===== src/rtl/dpram_arb_pkg.sv =====
// Shared types and helpers for the dual-port RAM port arbiter.
// Optional build macro: DPRAM_ARB_FIXED_PRIO_EN (see rr_arbiter).
package dpram_arb_pkg;

  typedef enum logic [1:0] {
    IDLE  = 2'd0,
    CLEAR = 2'd1,
    DONE  = 2'd2
  } arb_state_t;

  localparam int unsigned MAX_REQ = 8;
  localparam int unsigned IDX_W   = $clog2(MAX_REQ);

  // Encode a one-hot (or all-zero) vector as a binary index.
  function automatic logic [IDX_W-1:0] onehot_to_idx(input logic [MAX_REQ-1:0] i_oh);
    logic [IDX_W-1:0] v_idx;
    v_idx = '0;
    for (int unsigned i = 0; i < MAX_REQ; i++) begin
      if (i_oh[i]) v_idx = v_idx | IDX_W'(i);
    end
    return v_idx;
  endfunction

endpackage


===== src/rtl/dpram_port_arbiter_rr.sv =====
// Combinational round-robin pick for the RAM port arbiter.
// With DPRAM_ARB_FIXED_PRIO_EN defined, requester 0 always wins and the
// remaining requesters rotate among themselves when requester 0 is idle.
module rr_arbiter
  import dpram_arb_pkg::*;
#(
  parameter int unsigned NUM_REQ = 4
) (
  input  logic [NUM_REQ-1:0] i_req,
  input  logic [IDX_W-1:0]   i_rr_ptr,
  output logic [NUM_REQ-1:0] o_gnt,
  output logic [IDX_W-1:0]   o_idx,
  output logic               o_valid
);

  int unsigned w_start;
  int unsigned w_dist;
  int unsigned w_best;
  int unsigned w_win;

  // Pick the requester with the smallest upward distance from the pointer.
  always_comb begin
    w_start = 32'(i_rr_ptr);
    w_dist  = 0;
    w_best  = NUM_REQ;
    w_win   = 0;
`ifdef DPRAM_ARB_FIXED_PRIO_EN
    // Pointer value 0 means "start of the rotating group", i.e. requester 1.
    if (w_start == 0) w_start = 1;
    if (i_req[0]) begin
      w_win  = 0;
      w_best = 0;
    end else begin
      for (int unsigned i = 1; i < NUM_REQ; i++) begin
        if (i_req[i]) begin
          w_dist = (i >= w_start) ? (i - w_start) : (i + NUM_REQ - 1 - w_start);
          if (w_dist < w_best) begin
            w_best = w_dist;
            w_win  = i;
          end
        end
      end
    end
`else
    for (int unsigned i = 0; i < NUM_REQ; i++) begin
      if (i_req[i]) begin
        w_dist = (i >= w_start) ? (i - w_start) : (i + NUM_REQ - w_start);
        if (w_dist < w_best) begin
          w_best = w_dist;
          w_win  = i;
        end
      end
    end
`endif
    o_valid = |i_req;
    for (int unsigned i = 0; i < NUM_REQ; i++) begin
      o_gnt[i] = o_valid && (w_win == i);
    end
    o_idx = onehot_to_idx(MAX_REQ'(o_gnt));
  end

endmodule


===== src/rtl/dpram_port_arbiter.sv =====
// Shares one port of a dual-port RAM between NUM_REQ clients with
// round-robin arbitration, and owns a sequencer that fills the RAM with
// CLEAR_VALUE on request. Optional macro: DPRAM_ARB_FIXED_PRIO_EN.
module dpram_port_arbiter
  import dpram_arb_pkg::*;
#(
  parameter int unsigned           NUM_REQ       = 4,
  parameter int unsigned           ADDRESS_WIDTH = 10,
  parameter int unsigned           DATA_WIDTH    = 8,
  parameter logic [DATA_WIDTH-1:0] CLEAR_VALUE   = '0
) (
  input  logic                             clock,
  input  logic                             reset_n,
  input  logic [NUM_REQ-1:0]               req,
  input  logic [NUM_REQ-1:0]               we,
  input  logic [NUM_REQ*ADDRESS_WIDTH-1:0] addr,
  input  logic [NUM_REQ*DATA_WIDTH-1:0]    wdata,
  output logic [NUM_REQ-1:0]               gnt,
  output logic [NUM_REQ-1:0]               rvalid,
  output logic [DATA_WIDTH-1:0]            rdata,
  input  logic                             clear_start,
  output logic                             clear_busy,
  output logic                             clear_done,
  output logic                             ram_wren,
  output logic [ADDRESS_WIDTH-1:0]         ram_address,
  output logic [DATA_WIDTH-1:0]            ram_data,
  input  logic [DATA_WIDTH-1:0]            ram_q
);

  arb_state_t               r_state;
  arb_state_t               w_next_state;
  logic [ADDRESS_WIDTH-1:0] r_clr_cnt;
  logic [IDX_W-1:0]         r_rr_ptr;
  logic [NUM_REQ-1:0]       r_rvalid;

  logic [NUM_REQ-1:0]       w_arb_gnt;
  logic [IDX_W-1:0]         w_arb_idx;
  logic                     w_arb_valid;
  logic                     w_idle;

  assign w_idle = (r_state == IDLE);

  rr_arbiter #(
    .NUM_REQ (NUM_REQ)
  ) u_rr_arbiter (
    .i_req    (req),
    .i_rr_ptr (r_rr_ptr),
    .o_gnt    (w_arb_gnt),
    .o_idx    (w_arb_idx),
    .o_valid  (w_arb_valid)
  );

  // State register.
  always_ff @(posedge clock or negedge reset_n) begin
    if (!reset_n) r_state <= IDLE;
    else          r_state <= w_next_state;
  end

  // Next-state logic: clear request accepted only from IDLE.
  always_comb begin
    w_next_state = r_state;
    case (r_state)
      IDLE:    if (clear_start) w_next_state = CLEAR;
      CLEAR:   if (r_clr_cnt == '1) w_next_state = DONE;
      DONE:    w_next_state = IDLE;
      default: w_next_state = IDLE;
    endcase
  end

  // Clear address counter; natural wrap returns it to 0 as CLEAR ends.
  always_ff @(posedge clock or negedge reset_n) begin
    if (!reset_n)               r_clr_cnt <= '0;
    else if (r_state == CLEAR)  r_clr_cnt <= r_clr_cnt + 1'b1;
  end

  // Round-robin pointer moves past the winner of every granted access.
  always_ff @(posedge clock or negedge reset_n) begin
    if (!reset_n) begin
      r_rr_ptr <= '0;
    end else if (w_idle && w_arb_valid) begin
      r_rr_ptr <= (w_arb_idx == IDX_W'(NUM_REQ - 1)) ? '0 : w_arb_idx + 1'b1;
    end
  end

  // Read-valid pipeline: one cycle behind the grant, matching RAM latency.
  always_ff @(posedge clock or negedge reset_n) begin
    if (!reset_n) r_rvalid <= '0;
    else          r_rvalid <= w_idle ? (w_arb_gnt & ~we) : '0;
  end

  assign rvalid = r_rvalid;
  assign rdata  = ram_q;

  // Output decode: grant mux in IDLE, sequential fill in CLEAR.
  // Grants are also gated by reset_n so an asserted reset silences the port
  // immediately, not only at the next edge.
  always_comb begin
    gnt         = '0;
    ram_wren    = 1'b0;
    ram_address = '0;
    ram_data    = '0;
    clear_busy  = 1'b0;
    clear_done  = 1'b0;
    case (r_state)
      IDLE: begin
        if (reset_n) begin
          gnt = w_arb_gnt;
          for (int unsigned i = 0; i < NUM_REQ; i++) begin
            if (w_arb_gnt[i]) begin
              ram_wren    = we[i];
              ram_address = addr[i*ADDRESS_WIDTH +: ADDRESS_WIDTH];
              ram_data    = wdata[i*DATA_WIDTH +: DATA_WIDTH];
            end
          end
        end
      end
      CLEAR: begin
        clear_busy  = 1'b1;
        ram_wren    = 1'b1;
        ram_address = r_clr_cnt;
        ram_data    = CLEAR_VALUE;
      end
      DONE: begin
        clear_busy = 1'b1;
        clear_done = 1'b1;
      end
      default: ;
    endcase
  end

endmodule

===== config.mk =====
export PLATFORM = sky130hd
export DESIGN_NAME = dpram_port_arbiter
export DESIGN_NICKNAME = d
export VERILOG_FILES = /design/src/rtl/dpram_arb_pkg.sv /design/src/rtl/dpram_port_arbiter_rr.sv /design/src/rtl/dpram_port_arbiter.sv
export SDC_FILE = /design/constraint.sdc
export NUM_CORES = 1
export LEC_CHECK = 0
export CORE_MARGIN = 2
export CORE_UTILIZATION = 42
export CTS_CLUSTER_DIAMETER = 80
export DETAILED_ROUTE_END_ITERATION = 10
export PLACE_DENSITY = 0.85
export SLEW_MARGIN = 40
export SYNTH_ARGS = -nofsm -noshare
export SYNTH_HDL_FRONTEND = slang
export SYNTH_SLANG_ARGS = --single-unit

===== constraint.sdc =====
create_clock -name clock -period 11 [get_ports clock]
set_input_delay 1.1 -clock clock [delete_from_list [all_inputs] [get_ports clock]]
set_output_delay 1.1 -clock clock [all_outputs]
set_load 0.02 [all_outputs]

==> flow_summary.ini, run 1 <==
[finish]
final_common_cell = clkdlybuf4s50_1
diodes = 0
regArea_um2 = 450
mostFrequentLayoutCells = clkdlybuf4s50_1, nand2_1, o211ai_1, o2111ai_1
finish.utilization_pct = 64.5
area_growth_pct = 48.1
fillers = 476
fin_nets = 475
drive_above_1_share_pct = 5.12
multi_input_area_mm2 = 0.00156

[sta]
worstMarginPinSlew_ns = 0.806
fmax_ghz = 0.115
final-hold-violation-count = 0
maxSlewViolCount = 0
grt_setup_unrepaired = false
max_slew_margin_pct = 46.3
whs_ns = 0.513
clock-skew-final_ns = 0.00740
period_share_pct = 78.8
setup_violations = 0
fin_setup_tns_ns = 0
post-route-min-period_ns = 8.67

[global_route]
antenna_found_initial = 0
groute.usage.overall_pct = 26.3
grt_overflow = 0
grt_pass1_wl_um = 12900
grt_pass1_vias = 2593
grt_max_degree = 30

[critical_path]
reg2reg_to = r_rr_ptr[1]$_DFFE_PN0P_
path_class = in2out
rr_startpoint = r_rr_ptr[1]$_DFFE_PN0P_
worst-path-buf-inv = 2
crit_path_cell_trace = clkdlybuf4s50_1 -> nand2_1 -> ha_1 -> nand2_1 -> o21a_1 -> a21oi_1 -> ha_1 -> or4b_1 -> o221a_2 -> or2_4 -> mux2_2 -> ha_1 -> nand2b_1 -> or2_1 -> o22a_1 -> a31o_2 -> o31ai_1 -> clkdlybuf4s50_1
worst_path_max_delay_cell = o21a_1
slowest_delay_ns = 0.70
ff2ff_setup_slack_ns = 4.92
timing.critical_path.mode_cell = ha_1
required_ns = 9.90
worstRegToRegCells = 18
crit_family = compound AO/OA/AOI/OAI gates
worst_ep_arrival_time_ns = 7.57
end_kind = output port
start_kind = primary input
critPathMaxFanout = 23

[clock_network]
cts.repair.resized = 0
worstSkewPairLatency_ns = 0.25
cts_sinks = 18
cts_tree = yes
clockBufferDepth = 2
htree_levels = 1
cts_root_buffer = clkbuf_8
cts_hold_buf = 0
clk_pin_slew_worst_paths_ns = 0.06
post-cts-setup-buffers = 0
cts_buffers = 3

[detailed_routing]
vias = 2639
wl_per_cell_um = 17.6
drt-vias-per-instance = 5.98
drtIter0Drc = 198
drc = 0
first_pass_iters = 4
ant_nets = 0
drt-total-wl_um = 7750

[worst_hold_path]
hold_path.class = reg2reg
hold_depth = 1
hold_start = r_clr_cnt[9]$_DFFE_PN0P_
min_to = r_clr_cnt[9]$_DFFE_PN0P_

[yosys]
ys_ff_latch = 18
post-synth-top-area-cell = dfrtp_1
syn_area_mm2 = 0.00224
synthCells = 287
yosys.cell_types.count = 47
synth.top_cell.area_share_pct = 20.1
ys_top_cells_by_area = dfrtp_1, o2111ai_1, o211ai_1
synthFlopType = dfrtp_1
synth_edf_count = 0
synthArstFlopShare_pct = 100
yosys_warnings = 0
ys_seq_area_share_pct = 20.1
syn_area_per_cell_um2 = 7.80

[power_and_ir_drop]
p_per_area_mw_per_mm2 = 193
leakage_nw = 1.26
peakVddDrop_uv = 152

[floorplan]
die_h_um = 77.0
row_count = 26
initial_core_util_pct = 43.6
chipWidth_um = 77.0
coreArea_mm2 = 0.00514
io_pins = 128
dieArea_mm2 = 0.00593

[placed_design]
io_buffer_count = 111
hpwl_um = 5850
gp_congestion = 0.878

[run_status]
outcome = finished, final reports clean

[flow_run]
maxCapViolations = 0
==> Yosys cell counts (3+ instances only) <==
cell / instances
o31ai_1: 4
nand2_1: 40
o211ai_1: 28
nand4_1: 4
xnor2_1: 4
nand2b_1: 3
o221ai_1: 18
clkbuf_1: 19
a21oi_1: 14
dfrtp_1: 18
ha_1: 12
buf_2: 6
nand3_1: 7
o21a_1: 3
inv_1: 9
o21ai_0: 11
nor4_1: 3
nor2_1: 8
o2111ai_1: 26
buf_4: 10
nor3_1: 5
xor2_1: 5
==> layout make-up <==
cell class	instances	share of cell area [%]
Multi-Input combinational cell	226	46.9
Sequential cell	18	13.6
Tap cell	70	2.64
Clock buffer	4	1.66
Timing Repair Buffer	114	34.2
Inverter	9	1.02
==> registers in the layout, indices dropped and copies added (netlist names) <==
| register | cells |
|---|---|
| r_rr_ptr | 2 |
| rvalid | 4 |
| r_clr_cnt | 10 |
| r_state | 2 |
==> logic make-up (layout without fill, tap and decap cells) <==
| family | after synthesis | after routing | synth area share (%) |
|---|---|---|---|
| xor gates and xnor gates | 9 | 9 | 3.52 |
| other | 2 | 6 | 0.335 |
| muxes | 2 | 2 | 1.01 |
| buffers and inverters | 47 | 127 | 11.1 |
| DFF | 18 | 18 | 20.1 |
| adders and majority gates | 12 | 12 | 6.70 |
| and+or+nand+nor | 81 | 81 | 17.0 |
| AOI/OAI and AO/OA | 116 | 116 | 40.2 |
==> worst max path at each step <==
stage          startpoint             end  slack [ns]  depth (start not counted)
2_1_floorplan      req[0]        ram_wren        4.64                         18
3_3_place_gp       req[0]        ram_wren        2.60                         18
3_5_place_dp       req[0]  ram_address[2]        2.40                         18
4_1_cts            req[0]        ram_wren        2.38                         18
5_1_grt            req[0]        ram_wren        1.88                         18
6_report           req[0]        ram_wren        2.33                         18
==> metrics by stage <==
stage / instance area, um^2 / worst slack [ns] / std cells / total power, mW
4_1_cts: 3320 / 2.38 / 441 / 0.637
3_5_place_dp: 3260 / 2.40 / 437 / 0.581
5_1_grt: 3320 / 1.88 / 441 / 0.689
6_report: 3320 / 2.33 / 441 / 0.641
2_1_floorplan: 2250 / 4.64 / 291 / 0.429
3_3_place_gp: 3260 / 2.60 / 437 / 0.568
==> power breakdown <==
| group | total (mW) | switching, mW | internal, mW |
|---|---|---|---|
| logic | 0.476 | 0.275 | 0.202 |
| clock network | 0.0539 | 0.0221 | 0.0318 |
| registers | 0.111 | 0.0241 | 0.0866 |
| total | 0.641 | 0.321 | 0.320 |
==> metal layers <==
metal	global-route usage, %	routed length (um)	vias up
met3	6.24	610	4
met5	0	0	-
met4	3.93	51	0
met2	46.2	3880	116
met1	33.3	3210	1239
li1	-	-	1280
==> worst reg2reg max path, delay by kind of cell, from the launching register on <==
family / cells / cell delay [ns]
AND/OR/NAND/NOR: 7 / 2.01
buffers and inverters: 1 / 0.09
multiplexers: 1 / 0.25
adder cells (fa/ha/maj): 4 / 1.00
flip-flops: 1 / 0.41
AO/OA/AOI/OAI: 5 / 2.22
Power figures use the tool's default switching activity.
==> run 2, diff against run 1 <==
CORE_UTILIZATION = 39   (was 42)
PLACE_DENSITY = 0.8   (was 0.85)
clock period = 8.8 ns   (was 11 ns; I/O delays follow)
==> flow_summary.ini, run 2 (synthesis results as in run 1) <==
[power_and_ir_drop]
peakVddDrop_uv = 170
power_frac_clock_pct = 8.4
power_frac_seq_pct = 17.3
leakage_nw = 1.27
p_per_area_mw_per_mm2 = 242
swShare_pct = 50.0
p_switching_mw = 0.402
internal_power_mw = 0.402
combPwrFrac_pct = 74.2

[worst_hold_path]
hold_depth = 1
hold_path.class = reg2reg
hold_start = r_clr_cnt[9]$_DFFE_PN0P_
min_to = r_clr_cnt[9]$_DFFE_PN0P_

[clock_network]
cts_root_buffer = clkbuf_8
clk_pin_slew_worst_paths_ns = 0.07
htree_levels = 1
clockBufferDepth = 2
cts_buffers = 3
cts_hold_buf = 0
worstSkewPairLatency_ns = 0.25
post-cts-setup-buffers = 0
cts.repair.resized = 0
cts_sinks = 18
cts_tree = yes

[global_route]
grt_pass1_wl_um = 12500
grt_pass1_vias = 2530
grt_overflow = 0
groute.usage.overall_pct = 24.6
antenna_found_initial = 0
grt_max_degree = 30

[critical_path]
path_class = in2out
startpoint = req[0]
rr_startpoint = r_rr_ptr[1]$_DFFE_PN0P_
ff2ff_setup_slack_ns = 2.91
worstRegToRegCells = 19
start_kind = primary input
worst_ep_arrival_time_ns = 7.17
critPathMaxFanout = 23
required_ns = 7.92
reg2reg_to = rvalid[3]$_DFF_PN0_
end_kind = output port

[finish]
mostFrequentLayoutCells = clkdlybuf4s50_1, nand2_1, o211ai_1, o2111ai_1
largest_reg_flops = 10
finish.utilization_pct = 60.1
final_common_cell = clkdlybuf4s50_1
fin_nets = 476
area_growth_pct = 48.7
top_register = r_clr_cnt
drive_above_1_share_pct = 5.65
diodes = 0

[sta]
post-route-min-period_ns = 8.05
maxSlewViolCount = 0
fmax_ghz = 0.124
fin_setup_tns_ns = 0
final-hold-violation-count = 0
clock-skew-final_ns = 0.00247
max_slew_margin_pct = 49.8
worstMarginPinSlew_ns = 0.752
setup_violations = 0
period_share_pct = 91.5
grt_setup_unrepaired = false
fin_ws_ns = 0.751

[floorplan]
io_pins = 128
die_h_um = 79.8
coreArea_mm2 = 0.00554
chipWidth_um = 79.8
initial_core_util_pct = 40.4
row_count = 27
dieArea_mm2 = 0.00636

[detailed_routing]
first_pass_iters = 5
wl_per_cell_um = 17.7
drc = 0
drtIter0Drc = 171
drt-vias-per-instance = 6.00
vias = 2664
ant_nets = 0
drt-total-wl_um = 7840

[placed_design]
gp_congestion = 0.926
hpwl_um = 5900
io_buffer_count = 111
pre_cts_ws_ns = 0.848

[run_status]
outcome = finished, final reports clean

[flow_run]
maxCapViolations = 0
-- run 2: cell count changes in the layout (fill, tap and decap cells not counted) --
cell,change
buf_4,+1
nand2b_2,+1
nand2b_1,-1
-- run 2: worst max-delay path: stages --
cell             delay [ns]
clkdlybuf4s50_1        0.54
nand2_1                0.10
ha_1                   0.30
nand2_1                0.07
buf_4                  0.23
o21a_1                 0.66
a21oi_1                0.20
ha_1                   0.26
or4b_1                 0.47
o221a_2                0.40
or2_4                  0.38
mux2_2                 0.30
ha_1                   0.17
nand2b_1               0.18
or2_1                  0.26
o22a_1                 0.47
a31o_2                 0.35
o31ai_1                0.27
clkdlybuf4s50_1        0.66
-- run 2: worst max-delay path by stage --
stage	endpoint	slack (ns)	cells past startpoint
5_1_grt	gnt[0]	0.39	19
3_5_place_dp	ram_wren	0.85	19
2_1_floorplan	ram_wren	2.88	18
4_1_cts	ram_wren	0.82	19
6_report	ram_wren	0.75	19
3_3_place_gp	ram_wren	1.07	19
-- run 2: through the flow --
step | instance area, um^2 | std cells | total power [mW] | hold WS, ns
final | 3330 | 444 | 0.804 | 0.508
after global routing | 3330 | 444 | 0.866 | 0.547
after CTS | 3330 | 444 | 0.799 | 0.518
after detailed placement | 3270 | 440 | 0.728 | 0.507
after global placement | 3270 | 440 | 0.714 | 0.484
after floorplan | 2250 | 291 | 0.537 | 0.467
-- run 2: routing by layer --
layer | vias to the layer above | global-route usage [%] | wire length (um)
met5 | - | 0 | 0
met4 | 0 | 5.76 | 70
met3 | 10 | 5.43 | 685
met2 | 138 | 42.4 | 3860
met1 | 1237 | 31.1 | 3230
li1 | 1279 | - | -
-- run 2: cell type report --
| type | count | area, um^2 |
|---|---|---|
| Fill cell | 488 | 2210 |
| Multi-Input combinational cell | 226 | 1560 |
| Timing Repair Buffer | 115 | 1140 |
| Sequential cell | 18 | 450 |
| Tap cell | 72 | 90.1 |
| Clock buffer | 4 | 55.1 |
| Inverter | 9 | 33.8 |
-- run 2: power groups by stage --
stage                     clock, mW  sequential [mW]  combinational [mW]
after floorplan                   0            0.135               0.402
after global placement            0            0.138               0.576
after detailed placement          0            0.138               0.590
after CTS                    0.0688            0.138               0.593
after global routing         0.0751            0.143               0.648
final                        0.0678            0.140               0.597
==> run 3, diff against run 2 <==
GPL_TIMING_DRIVEN = 0   (was not set)
==> flow_summary.ini, run 3 (synthesis results as in run 1) <==
[run_status]
outcome = finished, final reports clean

[sta]
fin_setup_tns_ns = 0
fmax_ghz = 0.134
grt_setup_unrepaired = false
worstMarginPinSlew_ns = 0.524
clock-skew-final_ns = 0.00265
maxSlewViolCount = 0
period_share_pct = 85.0
max_slew_margin_pct = 64.7
whs_ns = 0.509
post-route-min-period_ns = 7.48
final-hold-violation-count = 0
setup_violations = 0

[power_and_ir_drop]
power_frac_seq_pct = 16.6
p_per_area_mw_per_mm2 = 234
swShare_pct = 50.0
internal_power_mw = 0.418
peakVddDrop_uv = 172
p_switching_mw = 0.417
power_frac_clock_pct = 6.9
combPwrFrac_pct = 76.4
leakage_nw = 1.38

[finish]
fillers = 516
top_register = r_clr_cnt
regArea_um2 = 450
fin_nets = 518
postLayoutCellArea_mm2 = 0.00357
fin_cells = 485
mostFrequentLayoutCells = clkdlybuf4s50_1, nand2_1, o211ai_1, o2111ai_1, clkbuf_1
area_growth_pct = 59.5
final_common_cell = clkdlybuf4s50_1
diodes = 0
largest_reg_flops = 10
drive_above_1_share_pct = 8.47
multi_input_area_mm2 = 0.00156

[critical_path]
start_kind = primary input
end_kind = output port
worst-path-buf-inv = 5
crit_family = buffers and inverters
path_depth = 21
required_ns = 7.92
slowest_delay_ns = 0.64
worst_path_max_delay_cell = clkdlybuf4s50_1
path_class = in2out
startpoint = req[0]
worst_ep_arrival_time_ns = 6.60
timing.critical_path.mode_cell = ha_1
worstRegToRegCells = 20
crit_path_cell_trace = clkdlybuf4s50_1 -> nand2_1 -> ha_1 -> a21boi_0 -> o21a_1 -> buf_4 -> a21oi_1 -> ha_1 -> or4b_1 -> o221a_2 -> or2_4 -> buf_6 -> mux2_2 -> ha_1 -> nand2b_1 -> or2_1 -> o22ai_2 -> clkbuf_1 -> o2111ai_1 -> o211ai_1 -> clkdlybuf4s50_1
rr_startpoint = r_rr_ptr[0]$_DFFE_PN0P_
critPathMaxFanout = 10

[clock_network]
cts_hold_buf = 0
cts.repair.resized = 0
cts_sinks = 18
post-cts-setup-buffers = 0
worstSkewPairLatency_ns = 0.26
htree_levels = 1
cts_root_buffer = clkbuf_8
clk_pin_slew_worst_paths_ns = 0.07
cts_tree = yes
cts_buffers = 3
clockBufferDepth = 2

[detailed_routing]
drc = 0
vias = 2836
drt-vias-per-instance = 5.85
first_pass_iters = 4
drtIter0Drc = 127
drt-total-wl_um = 8340
ant_nets = 0
wl_per_cell_um = 17.2

[placed_design]
hpwl_um = 6510
gp_congestion = 0.929
io_buffer_count = 119
dp.cells = 482
placed_area_mm2 = 0.00353

[flow_run]
maxCapViolations = 0

[global_route]
antenna_found_initial = 0
grt_pass1_vias = 2644
grt_use_met3_pct = 4.86
grt_pass1_wl_um = 12700
gr-usage-met2_pct = 44.1
use_met1_pct = 32.5
grt_overflow = 0
top_usage_layer = met2
groute.usage.overall_pct = 25.5
grt_max_degree = 21

[worst_hold_path]
hold_depth = 1
hold_start = r_clr_cnt[9]$_DFFE_PN0P_
hold_path.class = reg2reg

[floorplan]
dieArea_mm2 = 0.00636
initial_core_util_pct = 40.4
coreArea_mm2 = 0.00554
chipWidth_um = 79.8
row_count = 27
die_h_um = 79.8
io_pins = 128
==> run 3: changes by cell type in the layout (fill, tap and decap cells not counted) <==
| cell | before | now |
|---|---|---|
| buf_6 | 0 | 2 |
| a21boi_1 | 1 | 0 |
| buf_4 | 4 | 10 |
| buf_2 | 0 | 7 |
| a21boi_0 | 0 | 1 |
| clkbuf_1 | 0 | 19 |
| clkdlybuf4s50_1 | 111 | 118 |
| nand2b_1 | 2 | 3 |
| buf_8 | 0 | 1 |
| clkbuf_8 | 4 | 3 |
| nand2b_2 | 1 | 0 |
==> run 3: metal layers <==
layer | up-vias | part of all wire (%)
met4 | 0 | 1.5
met5 | - | 0
li1 | 1366 | -
met2 | 139 | 48
met1 | 1316 | 42
met3 | 15 | 8.8
==> run 3: worst paths after layout <==
kind                       slack (ns)                       end
min                              0.51  r_clr_cnt[9]$_DFFE_PN0P_
max reg2reg                      3.65       rvalid[3]$_DFF_PN0_
max                              1.32            ram_address[9]
min reg2reg                      0.51  r_clr_cnt[9]$_DFFE_PN0P_
max in group asynchronous        7.92  r_clr_cnt[3]$_DFFE_PN0P_
min in group asynchronous        0.56  r_clr_cnt[5]$_DFFE_PN0P_
==> run 3: per-stage QoR <==
stage / setup WS [ns] / power (mW) / util, %
6_report: 1.32 / 0.836 / 64.5
4_1_cts: 1.36 / 0.831 / 64.5
5_1_grt: 0.892 / 0.899 / 64.5
2_1_floorplan: 2.88 / 0.537 / -
3_5_place_dp: 1.38 / 0.769 / 63.7
3_3_place_gp: 1.39 / 0.757 / 63.8
==> run 3: layout make-up <==
cell class | instances | share of cell area [%]
Tap cell | 72 | 2.52
Clock buffer | 3 | 1.16
Multi-Input combinational cell | 226 | 43.6
Timing Repair Buffer | 119 | 33.2
Sequential cell | 18 | 12.6
Inverter | 9 | 0.946
Buffer | 38 | 5.99
==> run 3: power groups by stage <==
stage	Combinational, mW	Sequential [mW]	Clock [mW]
after floorplan	0.402	0.135	0
after global placement	0.618	0.139	0
after detailed placement	0.630	0.138	0
after CTS	0.634	0.138	0.0592
after global routing	0.696	0.142	0.0617
final	0.639	0.139	0.0581
